==> src/rtl/serial_subtractor_4bit.sv <==
// serial_subtractor_4bit: bit-serial 4-bit a - b - bin, LSB first, one bit per cycle.
// Define OVERFLOW_DETECT_EN to add the registered signed-overflow output ovf_o.
module serial_subtractor_4bit (
  input  logic       clk_i,
  input  logic       rst_ni,
  input  logic [3:0] a_i,
  input  logic [3:0] b_i,
  input  logic       bin_i,
  input  logic       start_i,
  output logic       busy_o,
  output logic       done_o,
  output logic [3:0] diff_o,
  output logic       bout_o,
  output logic       bout3_o
`ifdef OVERFLOW_DETECT_EN
  ,
  output logic       ovf_o
`endif
);
  typedef enum logic [1:0] {IDLE, CALC, DONE} state_t;
  state_t state, state_nx;
  logic [3:0] a_q, b_q, acc_q;
  logic [1:0] idx_q;
  logic br_q, d, br_nx, last;
  assign d = a_q[0] ^ b_q[0] ^ br_q;
  assign br_nx = (~a_q[0] & b_q[0]) | (~(a_q[0] ^ b_q[0]) & br_q);
  assign last = idx_q == 2'd3;
  always_ff @(posedge clk_i or negedge rst_ni)
    if (!rst_ni) state <= IDLE;
    else state <= state_nx;
  always_comb begin
    state_nx = state;
    if (state == IDLE && start_i) state_nx = CALC;
    else if (state == CALC && last) state_nx = DONE;
    else if (state == DONE) state_nx = IDLE;
    busy_o = state == CALC;
    done_o = state == DONE;
  end
  // Operands shift right so bit 0 is always the current bit; result bits enter acc_q from the top.
  always_ff @(posedge clk_i or negedge rst_ni)
    if (!rst_ni) begin
      a_q <= '0;
      b_q <= '0;
      br_q <= 1'b0;
      acc_q <= '0;
      idx_q <= '0;
      diff_o <= '0;
      bout_o <= 1'b0;
      bout3_o <= 1'b0;
    end else if (state == IDLE && start_i) begin
      a_q <= a_i;
      b_q <= b_i;
      br_q <= bin_i;
      idx_q <= '0;
    end else if (state == CALC) begin
      a_q <= {1'b0, a_q[3:1]};
      b_q <= {1'b0, b_q[3:1]};
      br_q <= br_nx;
      acc_q <= {d, acc_q[3:1]};
      idx_q <= idx_q + 2'd1;
      if (last) begin
        diff_o <= {d, acc_q[3:1]};
        bout_o <= br_nx;
        bout3_o <= br_q;
      end
    end
`ifdef OVERFLOW_DETECT_EN
  always_ff @(posedge clk_i or negedge rst_ni)
    if (!rst_ni) ovf_o <= 1'b0;
    else if (state == CALC && last) ovf_o <= br_nx ^ br_q;
`endif
endmodule

==> config.mk <==
export PLATFORM = sky130hd
export DESIGN_NAME = serial_subtractor_4bit
export DESIGN_NICKNAME = d
export VERILOG_FILES = /design/src/rtl/serial_subtractor_4bit.sv
export SDC_FILE = /design/constraint.sdc
export NUM_CORES = 1
export LEC_CHECK = 0
export ABC_CLOCK_PERIOD_IN_PS = 1250
export CORE_ASPECT_RATIO = 0.8
export CORE_MARGIN = 2
export CORE_UTILIZATION = 45
export DETAILED_ROUTE_END_ITERATION = 12
export GPL_TIMING_DRIVEN = 0
export PLACE_DENSITY = 0.73
export SETUP_SLACK_MARGIN = 0.3
export SLEW_MARGIN = 20
export SYNTH_ARGS = -nofsm -noshare
export SYNTH_HDL_FRONTEND = slang
export SYNTH_SLANG_ARGS = --single-unit
==> constraint.sdc <==
create_clock -name clk_i -period 1.25 [get_ports clk_i]
set_clock_uncertainty 0.1 [all_clocks]
set_input_delay 0.375 -clock clk_i [delete_from_list [all_inputs] [get_ports clk_i]]
set_output_delay 0.375 -clock clk_i [all_outputs]
set_load 0.05 [all_outputs]
==> impl_metrics.json, run 1 <==
{
  "outcome": "complete, but fails checks",
  "failed_checks": "negative setup slack",
  "p_per_area_mw_per_mm2": 2990,
  "p_int_w": 0.00331,
  "setup_viol": 30,
  "cpMaxStageDelayCell": "dfrtp_2",
  "met1_usage": 0.260,
  "critPathLaunchType": "flip-flop",
  "first_global_vias": 745,
  "layout.nets": 138,
  "rsz0062_at_grt": "true",
  "drtIter0Drc": 20,
  "ctsRootBufferMaster": "clkbuf_4",
  "critPathMaxStageDelay_ns": 0.46,
  "synth_ff_type": "dfrtp_1",
  "hold_class": "input pin to async pin",
  "cts_tree": "yes",
  "num_rows": 15,
  "ys_ff_latch": 22,
  "place_ws_ns": -0.892,
  "area_delta_synth_final_pct": 67.3,
  "start_util": 0.481,
  "comb_power_share": 0.637,
  "yosysWarnings": 0,
  "p_sw_frac": 0.368,
  "drive_above_1_share": 0.642,
  "fillers": 107,
  "worst_pin_slew_ns": 0.564,
  "fmax_mhz": 589,
  "clockPowerShare": 0.106,
  "firstDrtPassIters": 4,
  "grt_max_degree": 23,
  "p_sw_w": 0.00193,
  "synthArstFlopShare": 1.00,
  "io_pins": 20,
  "netlist_area_mm2": 0.00105,
  "routabilityCongestion": 0.717,
  "avgSynthCellArea_um2": 14.2,
  "fin_crit_sh": 1.36,
  "cts.reportedPaths.clkPinSlew_ns": 0.13,
  "die_h_um": 47.2,
  "final_common_cell": "buf_6",
  "path_max_fanout": 4,
  "synthesis.nets": 88,
  "endpoint_kind": "output pin",
  "antenna_found_initial": 0,
  "multiInputGateArea_um2": 557,
  "syn_inst": 74,
  "clk_latency_ns": 0.32,
  "cts.htree.levels": 1,
  "finalHoldWorstSlack_ns": 0.0167,
  "cp_data_required_time_ns": 0.78,
  "io_buffers": 19,
  "cp_data_arrival_time_ns": 1.22,
  "ant_nets": 0,
  "register_area_um2": 559,
  "crit_chain": "nand2b_4 -> buf_6 -> inv_12 -> buf_12",
  "wl_um": 2510,
  "hold_viol_final": 0,
  "busiest_layer": "met2",
  "met3_usage": 0.0496,
  "cts_buffers": 3,
  "wl_per_cell_um": 17.0,
  "final_cell_mix": "buf_6, dfrtp_1, buf_4",
  "grt_pass1_wl_um": 3690,
  "antenna_cells": 0,
  "coreArea_mm2": 0.00218,
  "synth_cell_type_count": 26,
  "period_minus_slack_ns": 1.70,
  "post-route-drc-count": 0,
  "via_count": 809,
  "critical_path_class": "flip-flop to output pin",
  "cts_hold_buf": 0,
  "ys_seq_area_frac": 0.526,
  "slew_viol_final": 0,
  "track_usage": 0.188,
  "drv_cap": 0,
  "clock_sinks": 22,
  "ctsLongestPathBuffers": 2,
  "grt_util_met2": 0.302,
  "via_per_inst": 5.47,
  "vdd_ir_drop_max_mv": 2.63,
  "synth_edf_count": 0,
  "place_hpwl_um": 1390,
  "power.leakage_nw": 0.823,
  "slew_headroom": 0.624,
  "die_x_um": 57.9,
  "grt_overflow": 0,
  "finalWorstSetupSlack_ns": -0.449,
  "dieArea_mm2": 0.00273,
  "seqPwrFrac": 0.258
}
## final cells by class
class                           count  area share
Timing Repair Buffer               45       0.261
Clock inverter                      1      0.0171
Tap cell                           25      0.0179
Inverter                            5      0.0179
Sequential cell                    22       0.319
Buffer                              5      0.0364
Multi-Input combinational cell     42       0.318
Clock buffer                        3      0.0129
## registers in the layout, summed over array words and instances (netlist names)
| signal | cells |
|---|---|
| acc_q | 3 |
| diff_o | 4 |
| state | 2 |
| bout_o | 1 |
| bout3_o | 1 |
| br_q | 1 |
| idx_q | 2 |
| a_q | 4 |
| b_q | 4 |
## path summary, 6_finish.rpt
check                      slack, ns  depth (start not counted)  startpoint         to
setup reg to reg               -0.34                          5    state[0]     b_q[2]
hold reg to reg                 0.44                          1   diff_o[2]  diff_o[2]
hold / removal                  0.02                          1      rst_ni     a_q[1]
setup / recovery               -0.45                          4    state[1]     busy_o
max in group asynchronous       0.62                          1      rst_ni   state[1]
min in group clk_i              0.44                          1   diff_o[2]  diff_o[2]
## layer usage
| layer | part of all wire | vias up |
|---|---|---|
| li1 | - | 383 |
| met3 | 0.051 | 2 |
| met2 | 0.48 | 25 |
| met4 | 0.0048 | 0 |
| met1 | 0.47 | 399 |
| met5 | 0 | - |
## power by group through the flow
| stage | Clock (W) | Combinational [W] | Sequential [W] |
|---|---|---|---|
| 2_1_floorplan | 0 | 0.00135 | 0.00162 |
| 3_3_place_gp | 0 | 0.00215 | 0.00131 |
| 3_5_place_dp | 0 | 0.00221 | 0.00132 |
| 4_1_cts | 0.000558 | 0.00284 | 0.00132 |
| 5_1_grt | 0.000597 | 0.00351 | 0.00138 |
| 6_report | 0.000553 | 0.00333 | 0.00135 |
## logic make-up (layout without fill, tap and decap cells)
logic type | after synthesis | in the layout | synth area share
buffers and inverters | 10 | 59 | 0.0609
DFF | 22 | 22 | 0.526
muxes | 10 | 10 | 0.112
adders and majority gates | 2 | 2 | 0.0311
AOI/OAI and AO/OA | 14 | 14 | 0.124
and+or+nand+nor | 16 | 16 | 0.146
## synthesized netlist by cell type (2+ instances only)
library cell | instances | area share
nor2b_1 | 2 | 0.012
or4b_1 | 4 | 0.038
o221a_2 | 4 | 0.043
dfrtp_1 | 22 | 0.53
mux2_4 | 2 | 0.029
buf_6 | 2 | 0.022
a211o_1 | 2 | 0.017
mux2_2 | 6 | 0.065
and4bb_1 | 2 | 0.024
nor3b_1 | 3 | 0.022
nor4b_1 | 3 | 0.025
buf_2 | 2 | 0.0096
inv_1 | 4 | 0.014
mux2i_1 | 2 | 0.019
a221oi_1 | 2 | 0.017
o21a_1 | 2 | 0.014
## through the flow
step / instances / instance area, um2 / total power [W] / TNS [ns] / util
after CTS: 136 / 1590 / 0.00471 / -3.75 / 0.732
final: 148 / 1750 / 0.00523 / -6.41 / 0.805
after detailed placement: 118 / 1330 / 0.00354 / -20.78 / 0.613
after floorplan: 74 / 1110 / 0.00297 / -0.590 / -
after global placement: 118 / 1330 / 0.00346 / -19.36 / 0.613
after global routing: 148 / 1750 / 0.00549 / -7.41 / 0.805
## critical path: cells and delay by family (launching register included)
kind	cells	cell delay (ns)
DFF	1	0.46
buffers and inverters	3	0.30
and+or+nand+nor	1	0.15
## repair_timing
action,in CTS,in global routing
gates resized for setup,80,14
pin swaps,5,2
setup endpoints to repair,52,30
setup buffers,14,12
(Power assumes the default switching activity.)
==> run 2, diff against run 1 <==
--- a/config.mk
+++ b/config.mk
@@ -11,6 +11,7 @@
 export CORE_UTILIZATION = 45
 export DETAILED_ROUTE_END_ITERATION = 12
 export GPL_TIMING_DRIVEN = 0
+export HOLD_SLACK_MARGIN = 0.12
 export PLACE_DENSITY = 0.73
 export SETUP_SLACK_MARGIN = 0.3
 export SLEW_MARGIN = 20
==> results of run 2 <==
Final layout, timing and power as in run 1 (identical DEF).
